--- src/rtl/fdc_pkg.sv ---
// ============================================================================
//  Module      : fdc_pkg
//  Description : Shared constants for the floppy sector DMA engine.
//  Revision    : 1.0
// ============================================================================
`default_nettype none

package fdc_pkg;

    localparam logic [1:0] ST_IDLE   = 2'd0;
    localparam logic [1:0] ST_RD_SRC = 2'd1;
    localparam logic [1:0] ST_WR_DST = 2'd2;
    localparam logic [1:0] ST_DONE   = 2'd3;

    localparam logic [1:0] RW_READ  = 2'b10;
    localparam logic [1:0] RW_WRITE = 2'b01;

    localparam int CYLS    = 80;
    localparam int HEADS   = 2;
    localparam int SPT     = 18;
    localparam int MAX_LBA = CYLS * HEADS * SPT - 1;

endpackage

`default_nettype wire

--- src/rtl/fdc_sector_dma.sv ---
// ============================================================================
//  Module      : fdc_sector_dma
//  Description : Copies one 512-byte sector between disk-image store and guest memory.
//  Revision    : 1.0
// ============================================================================
`default_nettype none

module fdc_sector_dma #(
    parameter logic [23:0] IMG_BASE  = 24'h100000,
    parameter int          SEC_WORDS = 256,
    parameter int          MAX_LBA   = fdc_pkg::MAX_LBA
) (
    input  logic        iClk,
    input  logic        iRst,
    input  logic [1:0]  iReqRW,
    input  logic [11:0] iLBA,
    input  logic [19:0] iDmaAdr,
    output logic        oAckRW,
    output logic        oErr,
    output logic        oBusy,
    output logic [23:0] oImgAdr,
    output logic [1:0]  oImgRW,
    output logic [15:0] oImgData,
    input  logic [15:0] iImgData,
    input  logic        iImgAck,
    output logic [18:0] oMemAdr,
    output logic [1:0]  oMemRW,
    output logic [15:0] oMemData,
    input  logic [15:0] iMemData,
    input  logic        iMemAck
);

    import fdc_pkg::*;

    localparam logic [8:0]  c_LAST_WCNT = 9'(SEC_WORDS - 1);
    localparam logic [11:0] c_MAX_LBA   = 12'(MAX_LBA);

    logic [1:0]  r_state;
    logic [1:0]  w_state_nxt;
    logic        r_dir_rd;
    logic [11:0] r_lba;
    logic [18:0] r_word_adr;
    logic [8:0]  r_wcnt;
    logic [15:0] r_hold;
    logic        r_err;

    logic        w_req_any;
    logic        w_req_bad;
    logic        w_src_ack;
    logic        w_dst_ack;
    logic [15:0] w_src_data;
    logic [23:0] w_img_adr;
    logic [18:0] w_mem_adr;
    logic        w_unused_adr0;

    assign w_req_any     = (iReqRW != 2'b00);
    assign w_req_bad     = (iReqRW == 2'b11) || (iLBA > c_MAX_LBA);
    assign w_unused_adr0 = iDmaAdr[0];

    // Direction picks which bus is source and which is destination.
    assign w_src_ack  = r_dir_rd ? iImgAck  : iMemAck;
    assign w_dst_ack  = r_dir_rd ? iMemAck  : iImgAck;
    assign w_src_data = r_dir_rd ? iImgData : iMemData;

    assign w_img_adr = IMG_BASE + {4'h0, r_lba, 8'h00} + {15'h0, r_wcnt};
    assign w_mem_adr = r_word_adr + {10'h0, r_wcnt};

    always_ff @(posedge iClk or negedge iRst) begin
        if (!iRst) r_state <= ST_IDLE;
        else       r_state <= w_state_nxt;
    end

    always_comb begin
        w_state_nxt = r_state;
        case (r_state)
            ST_IDLE:   if (w_req_any) w_state_nxt = w_req_bad ? ST_DONE : ST_RD_SRC;
            ST_RD_SRC: if (w_src_ack) w_state_nxt = ST_WR_DST;
            ST_WR_DST: if (w_dst_ack) w_state_nxt = (r_wcnt == c_LAST_WCNT) ? ST_DONE : ST_RD_SRC;
            default:   w_state_nxt = ST_IDLE;
        endcase
    end

    always_ff @(posedge iClk or negedge iRst) begin
        if (!iRst) begin
            r_dir_rd   <= 1'b0;
            r_lba      <= 12'h0;
            r_word_adr <= 19'h0;
            r_wcnt     <= 9'h0;
            r_hold     <= 16'h0;
            r_err      <= 1'b0;
        end else begin
            case (r_state)
                ST_IDLE: begin
                    if (w_req_any) begin
                        r_err <= w_req_bad;
                        if (!w_req_bad) begin
                            r_dir_rd   <= iReqRW[1];
                            r_lba      <= iLBA;
                            r_word_adr <= iDmaAdr[19:1];
                            r_wcnt     <= 9'h0;
                        end
                    end
                end
                ST_RD_SRC: if (w_src_ack) r_hold <= w_src_data;
                ST_WR_DST: if (w_dst_ack) r_wcnt <= r_wcnt + 9'd1;
                default: ;
            endcase
        end
    end

    // Bus outputs are decoded from state so a reset drops them immediately.
    always_comb begin
        oAckRW   = (r_state == ST_DONE);
        oBusy    = (r_state != ST_IDLE);
        oErr     = r_err;
        oImgRW   = 2'b00;
        oImgAdr  = 24'h0;
        oImgData = 16'h0;
        oMemRW   = 2'b00;
        oMemAdr  = 19'h0;
        oMemData = 16'h0;
        case (r_state)
            ST_RD_SRC: begin
                if (r_dir_rd) begin
                    oImgRW  = RW_READ;
                    oImgAdr = w_img_adr;
                end else begin
                    oMemRW  = RW_READ;
                    oMemAdr = w_mem_adr;
                end
            end
            ST_WR_DST: begin
                if (r_dir_rd) begin
                    oMemRW   = RW_WRITE;
                    oMemAdr  = w_mem_adr;
                    oMemData = r_hold;
                end else begin
                    oImgRW   = RW_WRITE;
                    oImgAdr  = w_img_adr;
                    oImgData = r_hold;
                end
            end
            default: ;
        endcase
    end

endmodule

`default_nettype wire

--- config.mk ---
export PLATFORM = sky130hd
export DESIGN_NAME = fdc_sector_dma
export DESIGN_NICKNAME = d
export VERILOG_FILES = /design/src/rtl/fdc_pkg.sv /design/src/rtl/fdc_sector_dma.sv
export SDC_FILE = /design/constraint.sdc
export NUM_CORES = 1
export LEC_CHECK = 0
export ABC_AREA = 1
export CORE_MARGIN = 10
export CORE_UTILIZATION = 38
export DETAILED_ROUTE_END_ITERATION = 10
export PLACE_DENSITY_LB_ADDON = 0.12
export RECOVER_POWER = 25
export SYNTH_ARGS = -nofsm -noshare
export SYNTH_HDL_FRONTEND = slang
export SYNTH_SLANG_ARGS = --single-unit
--- constraint.sdc ---
create_clock -name iClk -period 2 [get_ports iClk]
set_input_delay 0.4 -clock iClk [delete_from_list [all_inputs] [get_ports iClk]]
set_output_delay 0.4 -clock iClk [all_outputs]
set_load 0.05 [all_outputs]
==> results.yml, run 1 <==
placement:
  routabilityCongestion: 0.868
  io_buffers: 148
  dp_hpwl_um: 12200
timing:
  period_share_pct: 128
  timing.final.crit_period_ns: 2.57
  maxSlewViolCount: 0
  setup_tns_ns: -23.28
  finalHoldViolCount: 0
  rsz0062_at_grt: "true"
  max_freq_ghz: 0.389
  slew_headroom_pct: 27.2
  clock_skew_ns: 0.00677
  tightest_slew_ns: 1.09
  setup-violations-final: 70
  worst_slack_ns: -0.567
job:
  cap_violations: 0
finish:
  drive_gt1_share_pct: 42.7
  final_nets: 987
  fin_util_pct: 81.6
  regArea_um2: 1510
  multiInputGateArea_um2: 3550
  synthToLayoutAreaGrowth_pct: 108
  n_fill_cell: 686
hold_path:
  worst_hold_path_type: "in2async"
global_routing:
  grt_max_degree: 43
  grt_usage_pct: 21.6
  antenna_found_initial: 1
  overflow: 0
  grt_pass1_vias: 5716
  grt_first_pass_wirelength_um: 28400
synthesis:
  syn-mean-instance-area_um2: 6.51
  ys_seq_elements: 60
  yosysTopAreaCell: "dfrtp_1"
  ys.flop_type: "dfrtp_1"
  synth_area_um2: 4310
  syn_inst: 663
  synth_top_area_share_pct: 34.8
  synth_edf_count: 0
  synth_area_leaders: "dfrtp_1, nand2_1, nor2_1"
  ys_seq_area_share_pct: 34.8
  synth-async-reset-ratio_pct: 100
  ys_warn_count: 0
  ys_types: 36
die:
  die_y_um: 127
  core_area_um2: 11000
  boundaryPins: 152
  dieArea_um2: 16000
  start_util_pct: 39.3
  rows: 38
  die_x_um: 127
critical_path:
  critPathArrivalTime_ns: 2.17
  critPathLaunchType: "register"
  path_max_fanout: 3
  critPathKind: "reg2out"
  crit_required_ns: 1.60
  critPathCaptureType: "primary output"
clocking:
  ctsRootBufferMaster: "clkbuf_16"
  cts.sinks: 60
  htree_levels: 3
  path_clk_slew_ns: 0.06
  worstSkewPairLatency_ns: 0.33
  cts_buffer_depth: 2
  cts_buffers: 9
  cts_tree: "yes"
power_and_ir_drop:
  power_density_nw_per_um2: 1420
  clockPowerShare_pct: 12.5
  ir_drop_mv: 0.922
  combPwrFrac_pct: 70.1
  switching_share_pct: 48.9
  p_switching_mw: 6.24
  p_leak_nw: 4.05
  p_seq_share_pct: 17.5
  power.internal_mw: 6.52
outcome:
  violations: "setup timing"
  status: "finished, violations left"
routing:
  postRouteWirelength_um: 18300
  vias: 5307
  met1Wirelength_um: 6240
  met2_length_um: 9840
  avgViaCountPerCell: 5.08
  dr_wl_met3_um: 1660
  avgRoutedWirePerCell_um: 17.5
  drt.antenna.violating_nets: 0
  dr.max_layer_used: "met4"
  drt_iter0_markers: 305
  drc_errors: 0
  firstDrtPassIters: 6
## metal layers
layer | up-vias | track usage, %
met5 | - | 0
met4 | 0 | 7.90
met3 | 50 | 9.25
met2 | 192 | 39.6
met1 | 2525 | 21.0
li1 | 2540 | -
## cell type report
type	instances	share of cell area, %
Timing Repair Buffer	244	34.1
Clock inverter	4	0.530
Multi-Input combinational cell	494	39.6
Antenna cell	1	0.0279
Clock buffer	12	2.86
Tap cell	140	1.95
Sequential cell	60	16.8
Timing Repair inverter	1	0.0837
Inverter	89	4.09
## state kept, by name, indices dropped and copies added (netlist names)
name	count
oErr	1
r_lba	12
r_word_adr	19
r_state	2
r_hold	16
r_wcnt	9
r_dir_rd	1
## critical path, stage by stage (launching register included)
cell,delay [ns]
dfrtp_1,0.36
ha_2,0.20
inv_2,0.05
fa_2,0.37
inv_2,0.08
buf_6,0.10
nand2_2,0.07
nand3_4,0.09
nand2_2,0.07
nand2_2,0.08
nand2_2,0.06
nor2_4,0.12
nor2_4,0.04
buf_12,0.14
## stage by stage
stage                     std cells  hold WS, ns  cell area, um^2  setup WS, ns  power, mW
final                          1045        0.249             8960        -0.567       12.8
after CTS                      1032       0.0301             8580        -0.555       12.2
after global placement          997        0.381             7420        -0.181       9.12
after global routing           1044        0.325             8960        -0.690       13.4
after floorplan                 664        0.104             4880        -0.414       6.44
after detailed placement        997        0.379             7420        -0.247       9.27
## path summary, 6_finish.rpt
kind                                              to  slack (ns)  cells after the start                      start
max                                      oMemAdr[18]       -0.57                     13      r_wcnt[0]$_DFFE_PN0P_
min                            r_hold[3]$_DFFE_PN0P_        0.25                      1                       iRst
max reg2reg                    r_wcnt[7]$_DFFE_PN0P_        0.02                     12     r_state[1]$_DFFE_PN0P_
min reg2reg                r_word_adr[8]$_DFFE_PN0P_        0.52                      2  r_word_adr[8]$_DFFE_PN0P_
max in group asynchronous       r_dir_rd$_DFFE_PN0P_        0.44                      2                       iRst
min in group iClk          r_word_adr[8]$_DFFE_PN0P_        0.52                      2  r_word_adr[8]$_DFFE_PN0P_
## cell usage in the layout, fill, tap and decap left out, types with 4 or more instances in the layout
| cell | n |
|---|---|
| clkdlybuf4s50_1 | 67 |
| inv_1 | 74 |
| buf_6 | 34 |
| xor2_1 | 4 |
| buf_12 | 64 |
| inv_2 | 9 |
| a21oi_4 | 13 |
| buf_8 | 10 |
| ha_1 | 4 |
| nand3_1 | 22 |
| nand2_1 | 188 |
| nand3_2 | 6 |
| dfrtp_1 | 57 |
| nand2_4 | 13 |
| o21ai_0 | 12 |
| clkbuf_16 | 10 |
| a21oi_1 | 7 |
| nand3_4 | 4 |
| a31oi_1 | 17 |
| nor2_2 | 10 |
| nor3_4 | 6 |
| nor2_4 | 63 |
| buf_4 | 63 |
| o21ai_1 | 6 |
| ha_4 | 12 |
| o21ai_4 | 8 |
| nor2_1 | 45 |
| nand2_2 | 25 |
| nand4_1 | 4 |
## synth_stat cells, drive strengths merged, types with 2 or more instances
cell type	instances
a31oi	17
nand4	4
nor3	10
nand3	32
xor2	5
ha	17
buf	17
inv	89
nor2	118
dfrtp	60
o21ai	27
or2	2
a21oi	23
nand2	229
clkbuf	4
## cells by family after synthesis
family	Yosys count	synth area share, %
adder cells (fa/ha/maj)	18	5.40
XOR/XNOR	6	1.22
AND/OR/NAND/NOR	397	37.5
AO/OA/AOI/OAI	71	9.66
buffers and inverters	110	11.3
other	1	0.0869
flip-flops	60	34.8
## what timing repair did
| action | CTS | global route |
|---|---|---|
| hold buffers | 0 | 0 |
| gates resized for setup | 159 | 81 |
| pin swaps | 27 | 35 |
| gates cloned | 5 | 2 |
| endpoints found under the setup margin | 85 | 87 |
| buffers inserted | 17 | 19 |
| endpoints found under the hold margin | 0 | 0 |
## power groups by stage
stage                     clock (mW)  combinational, mW  sequential [mW]
final                           1.59               8.94             2.23
after global routing            1.68               9.46             2.29
after CTS                       1.60               8.39             2.19
after detailed placement           0               7.10             2.17
after global placement             0               6.98             2.14
after floorplan                    0               4.32             2.13
Power figures use the tool's default switching activity.
==> inputs of run 2 (changes only) <==
Settings changed: CORE_UTILIZATION 38 to 42, SLEW_MARGIN from default to 20.
==> results.yml, run 2 (synthesis results as in run 1) <==
outcome:
  status: "finished, violations left"
  violations: "capacitance limit, slew limit, setup timing"
finish:
  largest_reg_flops: 19
  reg.largest.list: "r_word_adr: 19 flops, r_hold: 16 flops, r_lba: 12 flops"
  drive_gt1_share_pct: 44.4
  mostFrequentLayoutCell: "nand2_1"
  mostFrequentLayoutCells: "nand2_1, inv_1, buf_4"
  n_fill_cell: 378
  multiInputGateArea_um2: 3570
  finalNonFillerCells: 1046
  synthToLayoutAreaGrowth_pct: 107
  diodes: 0
  largest-register: "r_word_adr"
  finalInstanceArea_um2: 8920
  final_nets: 997
  regArea_um2: 1510
routing:
  drt.antenna.violating_nets: 0
  drt_iter0_markers: 519
  dr_wl_met3_um: 2080
  firstDrtPassIters: 6
  drc_errors: 0
  vias: 5817
  avgRoutedWirePerCell_um: 21.1
  postRouteWirelength_um: 22100
  met2_length_um: 11500
  dr.max_layer_used: "met4"
  met1Wirelength_um: 7420
  avgViaCountPerCell: 5.56
job:
  cap_violations: 1
power_and_ir_drop:
  power.total_mw: 12.7
  ir_drop_mv: 1.01
  p_leak_nw: 4.02
  power_density_nw_per_um2: 1420
die:
  start_util_pct: 43.5
  dieArea_um2: 14700
  core_area_um2: 9910
  rows: 36
  die_y_um: 121
  die_x_um: 121
  boundaryPins: 152
global_routing:
  grt_max_degree: 61
  overflow: 0
  grt_first_pass_wirelength_um: 30200
  grt_pass1_vias: 5925
  antenna_found_initial: 0
  grt_usage_pct: 25.6
critical_path:
  r2r_start: "r_state[0]$_DFFE_PN0P_"
  critPathKind: "reg2out"
  crit_required_ns: 1.60
  critPathArrivalTime_ns: 2.18
  critPathLaunchType: "register"
  reg2regPathDepth: 12
  crit_top_cell: "buf_4"
  crit_buf_inv: 5
  crit_path_cell_trace: "ha_2 > inv_2 > fa_2 > inv_4 > buf_4 > buf_4 > nand3b_1 > nand3_1 > nand2_1 > nor2_4 > buf_12"
  path_max_fanout: 3
  critPathMaxStageDelay_ns: 0.37
  r2r_end: "r_wcnt[7]$_DFFE_PN0P_"
  path_delay_family: "adder cells"
  critPathCaptureType: "primary output"
  cp_slowest_cell: "dfrtp_1"
  ff2ff_setup_slack_ns: -0.07
timing:
  rsz0062_at_grt: "true"
  maxSlewViolCount: 61
  period_share_pct: 129
  max_freq_ghz: 0.387
  slew_headroom_pct: -3.96
  worst_slack_ns: -0.582
  setup-violations-final: 84
  timing.final.crit_period_ns: 2.58
  tightest_slew_ns: 1.56
  finalHoldViolCount: 0
  clock_skew_ns: 0.0158
hold_path:
  hold_start: "r_word_adr[0]$_DFFE_PN0P_"
  holdPathStages: 2
  whs_endpoint: "r_word_adr[0]$_DFFE_PN0P_"
  worst_hold_path_type: "reg2reg"
clocking:
  cts.sinks: 60
  ctsRootBufferMaster: "clkbuf_8"
  worstSkewPairLatency_ns: 0.36
  path_clk_slew_ns: 0.07
  cts_tree: "yes"
  cts_buffers: 9
  htree_levels: 3
  cts_buffer_depth: 2
placement:
  dp_hpwl_um: 12300
  dpl_cell_area_um2: 7410
  io_buffers: 148
  routabilityCongestion: 0.933
  dp_cells: 989
-- run 2: metal layers --
layer | up-vias | GRT usage (%)
met2 | 339 | 47.0
met1 | 2825 | 25.3
met5 | - | 0
met3 | 96 | 9.77
li1 | 2557 | -
met4 | 0 | 10.1
-- run 2: layout make-up --
type,count,share of cell area (%)
clock inverters,2,0.112
inverters,89,4.14
repair buffers,253,35.1
clock buffers,13,1.78
multi-input cells,495,40.1
well taps,133,1.87
repair inverters,1,0.0842
flip-flops and latches,60,16.9
-- run 2: how the worst max path moves through the flow --
| stage | from | endpoint | slack (ns) | depth (start not counted) |
|---|---|---|---|---|
| final | r_word_adr[0]$_DFFE_PN0P_ | oMemAdr[18] | -0.58 | 11 |
| after global routing | r_wcnt[8]$_DFFE_PN0P_ | oImgAdr[21] | -0.68 | 9 |
| after CTS | r_word_adr[0]$_DFFE_PN0P_ | oMemAdr[8] | -0.56 | 12 |
| after detailed placement | r_wcnt[8]$_DFFE_PN0P_ | oImgAdr[18] | -0.23 | 11 |
| after global placement | r_wcnt[8]$_DFFE_PN0P_ | oImgAdr[18] | -0.19 | 11 |
| after floorplan | r_state[0]$_DFFE_PN0P_ | oImgAdr[11] | -0.41 | 8 |
-- run 2: what timing repair did --
item,CTS,global route
endpoints found under the setup margin,78,87
gates resized for setup,150,106
pin swaps,17,43
cloned,6,2
setup buffers,16,28
hold buffers,0,0
-- run 2: per-stage QoR --
step	setup TNS [ns]	hold WS (ns)	setup WS (ns)	utilization (%)
after detailed placement	-3.28	0.451	-0.228	74.7
after global placement	-2.17	0.429	-0.189	74.7
after global routing	-27.45	0.555	-0.682	90.0
after floorplan	-10.56	0.104	-0.414	-
after CTS	-19.52	0.0742	-0.556	85.2
final	-24.26	0.539	-0.582	90.0
-- run 2: worst register-to-register path, stage by stage (launching register included) --
cell and delay (ns):
dfrtp_1 0.40, inv_2 0.09, ha_4 0.22, nand2_8 0.11, buf_6 0.12, buf_12 0.16, buf_6 0.13, o22ai_4 0.08
nor2_4 0.21, buf_8 0.18, nand2_4 0.09, nand2_1 0.12, nand2_1 0.06
-- run 2: power by group --
part / internal (mW) / switching, mW / total, mW
Combinational: 3.84 / 5.58 / 9.42
Sequential: 1.74 / 0.526 / 2.27
Clock: 0.508 / 0.501 / 1.01
Total: 6.09 / 6.61 / 12.7
